`config.mk`:
```
export PLATFORM = sky130hd
export DESIGN_NAME = vga_scaler_fetch
export DESIGN_NICKNAME = d
export VERILOG_FILES = /design/src/rtl/vga_scaler_fetch.sv
export SDC_FILE = /design/constraint.sdc
export NUM_CORES = 1
export LEC_CHECK = 0
export CAP_MARGIN = 20
export CORE_UTILIZATION = 55
export DETAILED_ROUTE_END_ITERATION = 10
export PLACE_DENSITY = 0.76
export SETUP_SLACK_MARGIN = 0.3
export SYNTH_ARGS = -nofsm -noshare
export SYNTH_HDL_FRONTEND = slang
export SYNTH_SLANG_ARGS = --single-unit
```
`constraint.sdc`:
```
create_clock -name CLK -period 3.3 [get_ports CLK]
set_clock_uncertainty 0.15 [all_clocks]
set_input_delay 0.66 -clock CLK [delete_from_list [all_inputs] [get_ports CLK]]
set_output_delay 0.66 -clock CLK [all_outputs]
set_load 0.005 [all_outputs]
```
`src/rtl/vga_scaler_fetch.sv`:
```
// Nearest-neighbour scaler and frame-buffer fetch between VGA timing and capture BRAM.
// DDA accumulators map output pixels to source addresses; syncs are delayed to stay aligned with colour.
module vga_scaler_fetch #(
  parameter int unsigned SRC_W    = 576,
  parameter int unsigned SRC_H    = 378,
  parameter int unsigned DST_W    = 800,
  parameter int unsigned DST_H    = 600,
  parameter int unsigned ADDR_W   = 18,
  parameter int unsigned BRAM_LAT = 1,
  parameter logic        SYNC_POL = 1'b0,
  parameter int unsigned MODE     = 0
) (
  input  logic              CLK,
  input  logic              RESET,
  input  logic              ENABLE,
  input  logic              IN_HS,
  input  logic              IN_VS,
  input  logic              IN_VISIBLE,
  output logic [ADDR_W-1:0] BRAM_ADDR,
  input  logic [7:0]        BRAM_DOUT,
  output logic [7:0]        VGA_R,
  output logic [7:0]        VGA_G,
  output logic [7:0]        VGA_B,
  output logic              VGA_HS,
  output logic              VGA_VS
);

  localparam int unsigned LAT = BRAM_LAT + 2;
  localparam int unsigned XW  = $clog2(DST_W + SRC_W + 1);
  localparam int unsigned YW  = $clog2(DST_H + SRC_H + 1);

  logic [XW-1:0]     acc_x_q, acc_x_d, acc_x_inc;
  logic [YW-1:0]     acc_y_q, acc_y_d, acc_y_inc;
  logic [ADDR_W-1:0] src_x_q, src_x_d;
  logic [ADDR_W-1:0] src_y_q, src_y_d;
  logic [ADDR_W-1:0] row_base_q, row_base_d;
  logic [ADDR_W-1:0] addr_q, addr_d;
  logic              vis_q, vis_d;
  logic [LAT-1:0]    hs_pipe_q, hs_pipe_d;
  logic [LAT-1:0]    vs_pipe_q, vs_pipe_d;
  logic [LAT-1:0]    act_pipe_q, act_pipe_d;
  logic [7:0]        r_q, r_d, g_q, g_d, b_q, b_d;
  logic [7:0]        pix_r, pix_g, pix_b;
  logic              frame_start, line_end, pix_en;

  assign frame_start = (IN_VS == SYNC_POL);
  assign line_end    = vis_q & ~IN_VISIBLE;
  assign pix_en      = IN_VISIBLE & ENABLE;
  assign acc_x_inc   = acc_x_q + XW'(SRC_W);
  assign acc_y_inc   = acc_y_q + YW'(SRC_H);

  // Horizontal/vertical DDA and address generation; frame start overrides line end.
  always_comb begin
    acc_x_d    = acc_x_q;
    acc_y_d    = acc_y_q;
    src_x_d    = src_x_q;
    src_y_d    = src_y_q;
    row_base_d = row_base_q;
    addr_d     = '0;
    vis_d      = IN_VISIBLE;
    if (pix_en) addr_d = row_base_q + src_x_q;
    if (!ENABLE || frame_start) begin
      acc_x_d    = '0;
      acc_y_d    = '0;
      src_x_d    = '0;
      src_y_d    = '0;
      row_base_d = '0;
    end else if (line_end) begin
      acc_x_d = '0;
      src_x_d = '0;
      acc_y_d = acc_y_inc;
      if (acc_y_inc >= YW'(DST_H)) begin
        acc_y_d = acc_y_inc - YW'(DST_H);
        if (src_y_q != ADDR_W'(SRC_H - 1)) begin
          src_y_d    = src_y_q + ADDR_W'(1);
          row_base_d = row_base_q + ADDR_W'(SRC_W);
        end
      end
    end else if (pix_en && (src_x_q != ADDR_W'(SRC_W - 1))) begin
      acc_x_d = acc_x_inc;
      if (acc_x_inc >= XW'(DST_W)) begin
        acc_x_d = acc_x_inc - XW'(DST_W);
        src_x_d = src_x_q + ADDR_W'(1);
      end
    end
  end

  // Pixel format expansion of the returned BRAM byte.
  always_comb begin
    if (MODE == 1) begin
      pix_r = {BRAM_DOUT[7:5], BRAM_DOUT[7:5], BRAM_DOUT[7:6]};
      pix_g = {BRAM_DOUT[4:2], BRAM_DOUT[4:2], BRAM_DOUT[4:3]};
      pix_b = {4{BRAM_DOUT[1:0]}};
    end else begin
      pix_r = BRAM_DOUT;
      pix_g = BRAM_DOUT;
      pix_b = BRAM_DOUT;
    end
  end

  // Sync/active delay lines; colour is gated by the active flag one stage before the output.
  always_comb begin
    hs_pipe_d  = {hs_pipe_q[LAT-2:0], IN_HS};
    vs_pipe_d  = {vs_pipe_q[LAT-2:0], IN_VS};
    act_pipe_d = {act_pipe_q[LAT-2:0], pix_en};
    r_d = '0;
    g_d = '0;
    b_d = '0;
    if (act_pipe_q[LAT-2]) begin
      r_d = pix_r;
      g_d = pix_g;
      b_d = pix_b;
    end
  end

  always_ff @(posedge CLK) begin
    if (RESET) begin
      acc_x_q    <= '0;
      acc_y_q    <= '0;
      src_x_q    <= '0;
      src_y_q    <= '0;
      row_base_q <= '0;
      addr_q     <= '0;
      vis_q      <= 1'b0;
      hs_pipe_q  <= {LAT{~SYNC_POL}};
      vs_pipe_q  <= {LAT{~SYNC_POL}};
      act_pipe_q <= '0;
      r_q        <= '0;
      g_q        <= '0;
      b_q        <= '0;
    end else begin
      acc_x_q    <= acc_x_d;
      acc_y_q    <= acc_y_d;
      src_x_q    <= src_x_d;
      src_y_q    <= src_y_d;
      row_base_q <= row_base_d;
      addr_q     <= addr_d;
      vis_q      <= vis_d;
      hs_pipe_q  <= hs_pipe_d;
      vs_pipe_q  <= vs_pipe_d;
      act_pipe_q <= act_pipe_d;
      r_q        <= r_d;
      g_q        <= g_d;
      b_q        <= b_d;
    end
  end

  assign BRAM_ADDR = addr_q;
  assign VGA_R     = r_q;
  assign VGA_G     = g_q;
  assign VGA_B     = b_q;
  assign VGA_HS    = hs_pipe_q[LAT-1];
  assign VGA_VS    = vs_pipe_q[LAT-1];

endmodule

```
==> results.toml, run 1 <==
[place]
dpl.hpwl_mm = 8.23
routabilityCongestion = 0.931
io_buffers = 57
pre_cts_slack_ns = 0.133

[sta]
rsz0062_at_grt = "yes"
fin_setup_tns_ns = 0
min_period_ns = 2.87
worst_slack_ns = 0.426
hold_violations = 0
worst_pin_slew_ns = 0.589
setup-violations-final = 0
max_freq_ghz = 0.348
slew_viol_final = 0
finalCritPeriodShare_pct = 87.1
slew_headroom_pct = 60.3

[power]
clockPowerShare_pct = 41.5
p_per_area_nw_per_um2 = 363
vdd_drop_max_uv = 214
swShare_pct = 20.9
sequentialPowerShare_pct = 54.1
pwr-share-comb_pct = 4.4
p_int_mw = 1.75
power.switching_uw = 461
power_leakage_nw = 2.15

[setup_path]
rrSetupSlack_ns = 0.43
cpMaxStageDelayCell = "or4_1"
critPathTopFamily = "compound AO/OA/AOI/OAI gates"
crit_fanout = 27
path_class = "register to register"
cp.required_ns = 3.44
critPathMaxStageDelay_ns = 0.54
startpoint_type = "register"
crit_buf_inv = 0
crit_arrival_ns = 3.01
worstPathCellList = "and2_1 > nor2_1 > xor2_1 > ha_2 > nand2_1 > a211o_1 > a211o_4 > or4_1 > a21oi_1"
end_kind = "register"

[synthesis]
ys.flop_type = "dfxtp_1"
post_synth_xor_area_fraction_pct = 4.23
synth_top_family_by_area = "simple AND/OR/NAND/NOR gates"
synth_area_leader_cell = "dfxtp_1"
synthTopCellsByCount = "dfxtp_1 (98), a21oi_1 (55), nand2_1 (52)"
seq_area_frac_synth_pct = 37.9
synth-simple-area-share_pct = 26.1
synthAdderAreaFrac_pct = 5.47
mappedNetlistNets = 648
yosys_warnings = 0
syn_inst = 612
synth_most_common_cell = "dfxtp_1"
ys_seq_elements = 98
synthArstFlopShare_pct = 0
syn_area_um2 = 5170
synth_edf_count = 0
ys_types = 58
synth_compound_area_share_pct = 18.0
synth.area.mux_share_pct = 1.93
synth_top_cell_area_share_pct = 37.9
synth.area.top_cells = "dfxtp_1 (38%), a21oi_1 (5.3%), ha_1 (5.1%)"
synth.avg_cell_area_um2 = 8.45

[die]
dieArea_um2 = 9800
initial_utilization_pct = 56.3
core_area_um2 = 9200
die_w_um = 99.0
row_count = 35
die_height_um = 99.0
io_pins = 58

[routing]
drt-total-wl_mm = 11.1
vias = 4512
wire_per_inst_um = 14.4
ant_nets = 0
drcViolationCount = 0
drt_iter0_drc = 196
viasPerCell = 5.82
drtPass1Iterations = 5

[global_route]
grt_pass1_vias = 4100
antenna_found_initial = 0
grt-ovfl-total = 0
grt_pass1_wl_mm = 18.7
grt_usage_pct = 23.5
grt_max_degree = 28

[cts]
cts_buffers = 9
clock_path_buffers = 2
clock-sinks = 98
htreeDepth = 3
path_clk_slew_ns = 0.09
clk_latency_ns = 0.36
hold_buffers = 0
cts_root_buffer = "clkbuf_8"
cts_tree = "built"

[finish]
area_growth_pct = 17.4
diodes = 0
finalNetCount = 695
post_route_cells_drive_above_1_share_pct = 10.1
nFillCells = 754

[worst_hold_path]
hp-class = "register to register"

[run_status]
status = "finished, final reports clean"

[run]
cap_violations = 0
==> layout by cell type (no fill, tap or decap), types with 13 or more instances in the layout <==
cell type,count
dfxtp_1,95
clkdlybuf4s50_1,57
a21oi_1,55
nand2_1,52
nor2_1,36
o21ai_0,34
or3_1,26
buf_4,26
ha_1,20
and3_1,19
inv_1,17
nand3_1,17
xnor2_1,14
nor3_1,14
or4_1,13
==> state kept, by name, indices dropped and copies added (netlist names) <==
| signal | count |
|---|---|
| src_y_q | 18 |
| hs_pipe_q | 3 |
| row_base_q | 12 |
| acc_y_q | 9 |
| act_pipe_q | 2 |
| vis_q | 1 |
| src_x_q | 18 |
| acc_x_q | 6 |
| VGA_B | 8 |
| vs_pipe_q | 3 |
| BRAM_ADDR | 18 |
==> stage by stage <==
| step | util, % | std cells | hold slack (ns) | power, mW | instance area, µm² |
|---|---|---|---|---|---|
| floorplan | - | 612 | 0.239 | 1.27 | 5170 |
| global placement | 62.9 | 755 | 0.244 | 1.31 | 5780 |
| detailed placement | 62.9 | 755 | 0.251 | 1.32 | 5780 |
| CTS | 65.6 | 771 | 0.271 | 2.22 | 6030 |
| global route | 66.0 | 775 | 0.285 | 2.28 | 6070 |
| finish | 66.0 | 775 | 0.268 | 2.21 | 6070 |
==> final timing paths <==
path	depth (start not counted)	endpoint	start
worst min-delay path	1	vs_pipe_q[2]	vs_pipe_q[1]
worst max-delay path	9	src_y_q[9]	acc_y_q[2]
worst min register to register	1	vs_pipe_q[2]	vs_pipe_q[1]
worst max register to register	9	src_y_q[9]	acc_y_q[2]
==> per-layer routing <==
| layer | GRT usage (%) | share of wire [%] | up-vias |
|---|---|---|---|
| met5 | 0 | 0 | - |
| met4 | 7.69 | 1.5 | 0 |
| met3 | 3.69 | 4.8 | 15 |
| met2 | 37.7 | 47 | 106 |
| met1 | 32.3 | 47 | 2107 |
| li1 | - | - | 2284 |
==> worst reg2reg max path: cells and delay by family, from the launching register on <==
kind	cells	cell delay, ns
AOI/OAI and AO/OA	3	0.95
adders and majority gates	1	0.22
and+or+nand+nor	4	0.92
DFF	1	0.36
xor gates and xnor gates	1	0.22
==> layout make-up <==
type	count	area, µm²	area share [%]
Timing Repair Buffer	83	766	12.6
Sequential cell	98	1970	32.4
Clock buffer	11	131	2.16
Tap cell	111	139	2.29
Clock inverter	5	108	1.77
Inverter	17	63.8	1.05
Multi-Input combinational cell	450	2900	47.8
==> cells by family after synthesis <==
group,after synthesis
AO/OA/AOI/OAI,144
flip-flops,98
multiplexers,10
buffers and inverters,64
XOR/XNOR,25
adder cells (fa/ha/maj),22
AND/OR/NAND/NOR,249
==> power by group through the flow <==
stage / clock [mW] / sequential, mW / combinational, mW
after floorplan: 0 / 1.22 / 0.0555
after global placement: 0 / 1.22 / 0.0937
after detailed placement: 0 / 1.22 / 0.0954
after CTS: 0.935 / 1.19 / 0.0962
after global routing: 0.981 / 1.19 / 0.107
final: 0.916 / 1.19 / 0.0974
==> repair_timing <==
item                       4_1_cts  5_1_grt
buffers inserted                 0        4
setup endpoints to repair       17       37
pin swaps                        0        4
gates resized for setup          3        5
(Power assumes the default switching activity.)
==> inputs of run 2 (changes only) <==
--- a/config.mk
+++ b/config.mk
@@ -10,6 +10,7 @@
 export DETAILED_ROUTE_END_ITERATION = 10
 export PLACE_DENSITY = 0.76
 export SETUP_SLACK_MARGIN = 0.3
+export SLEW_MARGIN = 20
 export SYNTH_ARGS = -nofsm -noshare
 export SYNTH_HDL_FRONTEND = slang
 export SYNTH_SLANG_ARGS = --single-unit
==> constraint.sdc (replaced) <==
create_clock -name CLK -period 2.9 [get_ports CLK]
set_clock_uncertainty 0.15 [all_clocks]
set_input_delay 0.58 -clock CLK [delete_from_list [all_inputs] [get_ports CLK]]
set_output_delay 0.58 -clock CLK [all_outputs]
set_load 0.005 [all_outputs]
==> results.toml, run 2 (synthesis results as in run 1) <==
[routing]
drt_iter0_drc = 180
drcViolationCount = 0
ant_nets = 0
wire_per_inst_um = 14.7
drtPass1Iterations = 4
drt-total-wl_mm = 11.6
vias = 4619
viasPerCell = 5.85

[die]
die_height_um = 99.0
row_count = 35
die_w_um = 99.0
io_pins = 58
core_area_um2 = 9200
dieArea_um2 = 9800
initial_utilization_pct = 56.3

[cts]
cts_root_buffer = "clkbuf_8"
clk_latency_ns = 0.36
hold_buffers = 0
htreeDepth = 3
cts_tree = "built"
clock_path_buffers = 2
cts_buffers = 9
path_clk_slew_ns = 0.10
clock-sinks = 98

[power]
p_total_mw = 2.40
p_per_area_nw_per_um2 = 380
power_leakage_nw = 2.25
vdd_drop_max_uv = 370

[sta]
slew_headroom_pct = 63.4
max_freq_ghz = 0.372
setup-violations-final = 0
fin_setup_tns_ns = 0
hold_slack_ns = 0.272
rsz0062_at_grt = "yes"
slew_viol_final = 0
finalCritPeriodShare_pct = 92.7
worst_pin_slew_ns = 0.544
hold_violations = 0
min_period_ns = 2.69

[setup_path]
critPathLaunch = "acc_y_q[2]"
path_class = "register to register"
cpMaxStageDelayCell = "a211o_4"
r2r_start = "acc_y_q[2]"
cp.required_ns = 3.04
end_kind = "register"
r2r_cells = 10
r2r-end = "row_base_q[10]"
critPathTopFamily = "compound AO/OA/AOI/OAI gates"
crit_fanout = 20
rrSetupSlack_ns = 0.21
startpoint_type = "register"
critPathMaxStageDelay_ns = 0.43
crit_arrival_ns = 2.83
worstPathCellList = "and2_4 > nor2_4 > xor2_2 > ha_2 > nand2_2 > a211o_1 > a211o_4 > buf_4 > or3_1 > a21oi_1"
crit_buf_inv = 1

[place]
dpl.hpwl_mm = 8.37
routabilityCongestion = 0.866
io_buffers = 57
place_area_um2 = 5860

[worst_hold_path]
worstHoldPathCells = 1
hp-start = "hs_pipe_q[0]"
holdPathEnd = "hs_pipe_q[1]"
hp-class = "register to register"

[global_route]
grt-ovfl-total = 0
grt_pass1_wl_mm = 19.0
grt_pass1_vias = 4213
met2_usage_pct = 40.1
antenna_found_initial = 0
grt_max_degree = 22
grt_usage_pct = 23.9
met1_usage_pct = 30.7
busiest_layer = "met2"
use_met3_pct = 3.97

[run_status]
status = "finished, final reports clean"

[finish]
area_growth_pct = 22.0
post_route_cells_drive_above_1_share_pct = 15.2
final_common_cell = "dfxtp_1"
final_cell_mix = "dfxtp_1 (92), clkdlybuf4s50_1 (57), a21oi_1 (52)"
diodes = 0
design_area_um2 = 6310
finalNetCount = 709

[run]
cap_violations = 0
## run 2: cell count changes in the layout (fill, tap and decap cells not counted), moves of 3 or more
| cell | before | now |
|---|---|---|
| buf_4 | 26 | 36 |
| dfxtp_1 | 95 | 92 |
| dfxtp_4 | 0 | 4 |
| buf_6 | 0 | 4 |
| a21oi_1 | 55 | 52 |
| a211oi_1 | 6 | 3 |
| a21oi_2 | 0 | 3 |
## run 2: final cells by class
cell class                      count  area (µm²)
Fill cell                         722        2880
Timing Repair Buffer               97         886
Sequential cell                    98        1980
Tap cell                          111         139
Clock inverter                      7        83.8
Clock buffer                        9         124
Inverter                           17        63.8
Multi-Input combinational cell    450        3040
## run 2: worst max path at each step
stage,cells past startpoint,to
floorplan,11,row_base_q[16]
global placement,7,row_base_q[12]
detailed placement,10,row_base_q[9]
CTS,10,src_y_q[13]
global route,10,src_y_q[13]
finish,10,row_base_q[10]
## run 2: routing by layer
layer	vias to the layer above	wire, µm
met3	16	562
met2	128	5510
met4	0	182
met1	2163	5370
met5	-	0
li1	2312	-
## run 2: what timing repair did
action / 4_1_cts / 5_1_grt
buffers inserted: 7 / 4
resized for setup: 12 / 21
endpoints found under the setup margin: 41 / 54
pin swaps: 9 / 11
## run 2: per-stage QoR
| step | utilization, % | cells | setup WS, ns |
|---|---|---|---|
| 2_1_floorplan | - | 612 | 0.223 |
| 3_3_place_gp | 63.7 | 762 | 0.125 |
| 3_5_place_dp | 63.7 | 762 | 0.0559 |
| 4_1_cts | 67.2 | 785 | 0.156 |
| 5_1_grt | 68.6 | 789 | 0.131 |
| 6_report | 68.6 | 789 | 0.213 |
## run 2: power breakdown
part / total [mW] / leakage, nW / internal (mW) / switching (mW)
clock: 0.917 / 0.108 / 0.417 / 0.500
combinational: 0.123 / 1.35 / 0.0609 / 0.0624
sequential: 1.35 / 0.795 / 1.35 / 0.00553
total: 2.40 / 2.25 / 1.83 / 0.568
==> inputs of run 3 (changes only) <==
--- a/config.mk
+++ b/config.mk
@@ -8,7 +8,7 @@
 export CAP_MARGIN = 20
 export CORE_UTILIZATION = 55
 export DETAILED_ROUTE_END_ITERATION = 10
-export PLACE_DENSITY = 0.76
+export PLACE_DENSITY = 0.89
 export SETUP_SLACK_MARGIN = 0.3
 export SLEW_MARGIN = 20
 export SYNTH_ARGS = -nofsm -noshare
==> results.toml, run 3 (synthesis results as in run 1) <==
[die]
dieArea_um2 = 9800
core_area_um2 = 9200
initial_utilization_pct = 56.3
die_height_um = 99.0
io_pins = 58
die_w_um = 99.0
row_count = 35

[power]
swShare_pct = 23.4
vdd_drop_max_uv = 226
p_int_mw = 1.84
p_per_area_nw_per_um2 = 376
sequentialPowerShare_pct = 56.5
power_leakage_nw = 2.25
pwr-share-comb_pct = 5.1
power.switching_uw = 562
clockPowerShare_pct = 38.4

[cts]
cts_root_buffer = "clkbuf_8"
clock-sinks = 98
hold_buffers = 0
cts_buffers = 9
path_clk_slew_ns = 0.10
clock_path_buffers = 2
htreeDepth = 3
cts_tree = "built"
clk_latency_ns = 0.37

[setup_path]
crit_fanout = 10
cp.required_ns = 3.06
path_class = "register to register"
startpoint_type = "register"
end_kind = "register"
crit_arrival_ns = 2.89
r2r_start = "acc_y_q[2]"
critPathLaunch = "acc_y_q[2]"

[finish]
final_cell_mix = "dfxtp_1 (92), clkdlybuf4s50_1 (57), nand2_1 (51)"
regArea_um2 = 1980
diodes = 0
multiInputGateArea_um2 = 3070
area_growth_pct = 23.4
nFillCells = 641
post_route_cells_drive_above_1_share_pct = 16.9
finalNetCount = 711
final_common_cell = "dfxtp_1"

[global_route]
antenna_found_initial = 0
grt_pass1_vias = 4580
grt_max_degree = 22
grt_usage_pct = 26.7
grt_pass1_wl_mm = 21.0
grt-ovfl-total = 0

[sta]
max_freq_ghz = 0.367
fin_setup_tns_ns = 0
finalCritPeriodShare_pct = 94.0
slew_headroom_pct = 58.0
hold_slack_ns = 0.269
rsz0062_at_grt = "yes"
min_period_ns = 2.73
worst_pin_slew_ns = 0.629
setup-violations-final = 0
slew_viol_final = 0
hold_violations = 0

[worst_hold_path]
hp-start = "vs_pipe_q[1]"
hp-class = "register to register"

[routing]
drt-total-wl_mm = 13.5
drt_iter0_drc = 379
drtPass1Iterations = 5
ant_nets = 0
viasPerCell = 6.25
drcViolationCount = 0
vias = 4943
wire_per_inst_um = 17.1

[place]
io_buffers = 57
dpl.hpwl_mm = 8.62
routabilityCongestion = 0.891

[run_status]
status = "finished, final reports clean"

[run]
cap_violations = 0
==> run 3: cell count changes in the layout (fill, tap and decap cells not counted), sizes merged <==
cell    before  now
inv         21   18
buf         40   42
clkbuf       9   11
clkinv       2    3
==> run 3: worst paths after layout <==
check | slack, ns | cells after the start | to
hold reg to reg | 0.27 | 1 | vs_pipe_q[2]
setup reg to reg | 0.17 | 11 | src_y_q[4]
hold / removal | 0.27 | 1 | vs_pipe_q[2]
setup / recovery | 0.17 | 11 | src_y_q[4]
==> run 3: cell type report <==
| cell class | count | share of cell area, % |
|---|---|---|
| Sequential cell | 98 | 31.0 |
| Timing Repair Buffer | 99 | 14.5 |
| Inverter | 17 | 1.00 |
| Clock inverter | 5 | 0.961 |
| Multi-Input combinational cell | 450 | 48.2 |
| Tap cell | 111 | 2.18 |
| Clock buffer | 11 | 2.22 |
==> run 3: power by group through the flow <==
stage / Sequential, mW / Combinational (mW) / Clock, mW
4_1_cts: 1.36 / 0.115 / 0.921
2_1_floorplan: 1.39 / 0.0643 / 0
3_5_place_dp: 1.39 / 0.111 / 0
6_report: 1.36 / 0.122 / 0.920
5_1_grt: 1.36 / 0.131 / 0.971
3_3_place_gp: 1.39 / 0.108 / 0
==> run 3: critical path, cell delays in order (launching register included) <==
cell	delay (ns)
dfxtp_4	0.37
and2_4	0.17
nor2_4	0.10
xor2_2	0.17
ha_2	0.22
nand2_2	0.05
a211o_1	0.29
a211o_1	0.32
buf_12	0.16
buf_4	0.16
or3_1	0.38
a21oi_2	0.14
==> run 3: timing repair <==
item / 4_1_cts / 5_1_grt
setup buffers: 13 / 5
gates resized for setup: 21 / 21
endpoints found under the hold margin: 0 / 0
pin swaps: 13 / 8
cloned: 1 / 0
setup endpoints to repair: 50 / 53
==> run 3: through the flow <==
stage               power [mW]  instance area [µm²]  instances  util, %  setup slack [ns]
floorplan                 1.45                 5210        612        -             0.223
global placement          1.49                 5830        756     63.4             0.199
detailed placement        1.50                 5830        756     63.4            0.0871
CTS                       2.39                 6240        786     67.8             0.174
global route              2.46                 6380        791     69.4            0.0973
finish                    2.40                 6380        791     69.4             0.173
==> run 3: per-layer routing <==
metal / GRT usage, % / vias to the layer above / routed length, µm
met3: 4.11 / 38 / 1010
met4: 12.7 / 0 / 312
met5: 0 / - / 0
li1: - / 2302 / -
met1: 32.5 / 2344 / 5380
met2: 46.3 / 259 / 6840
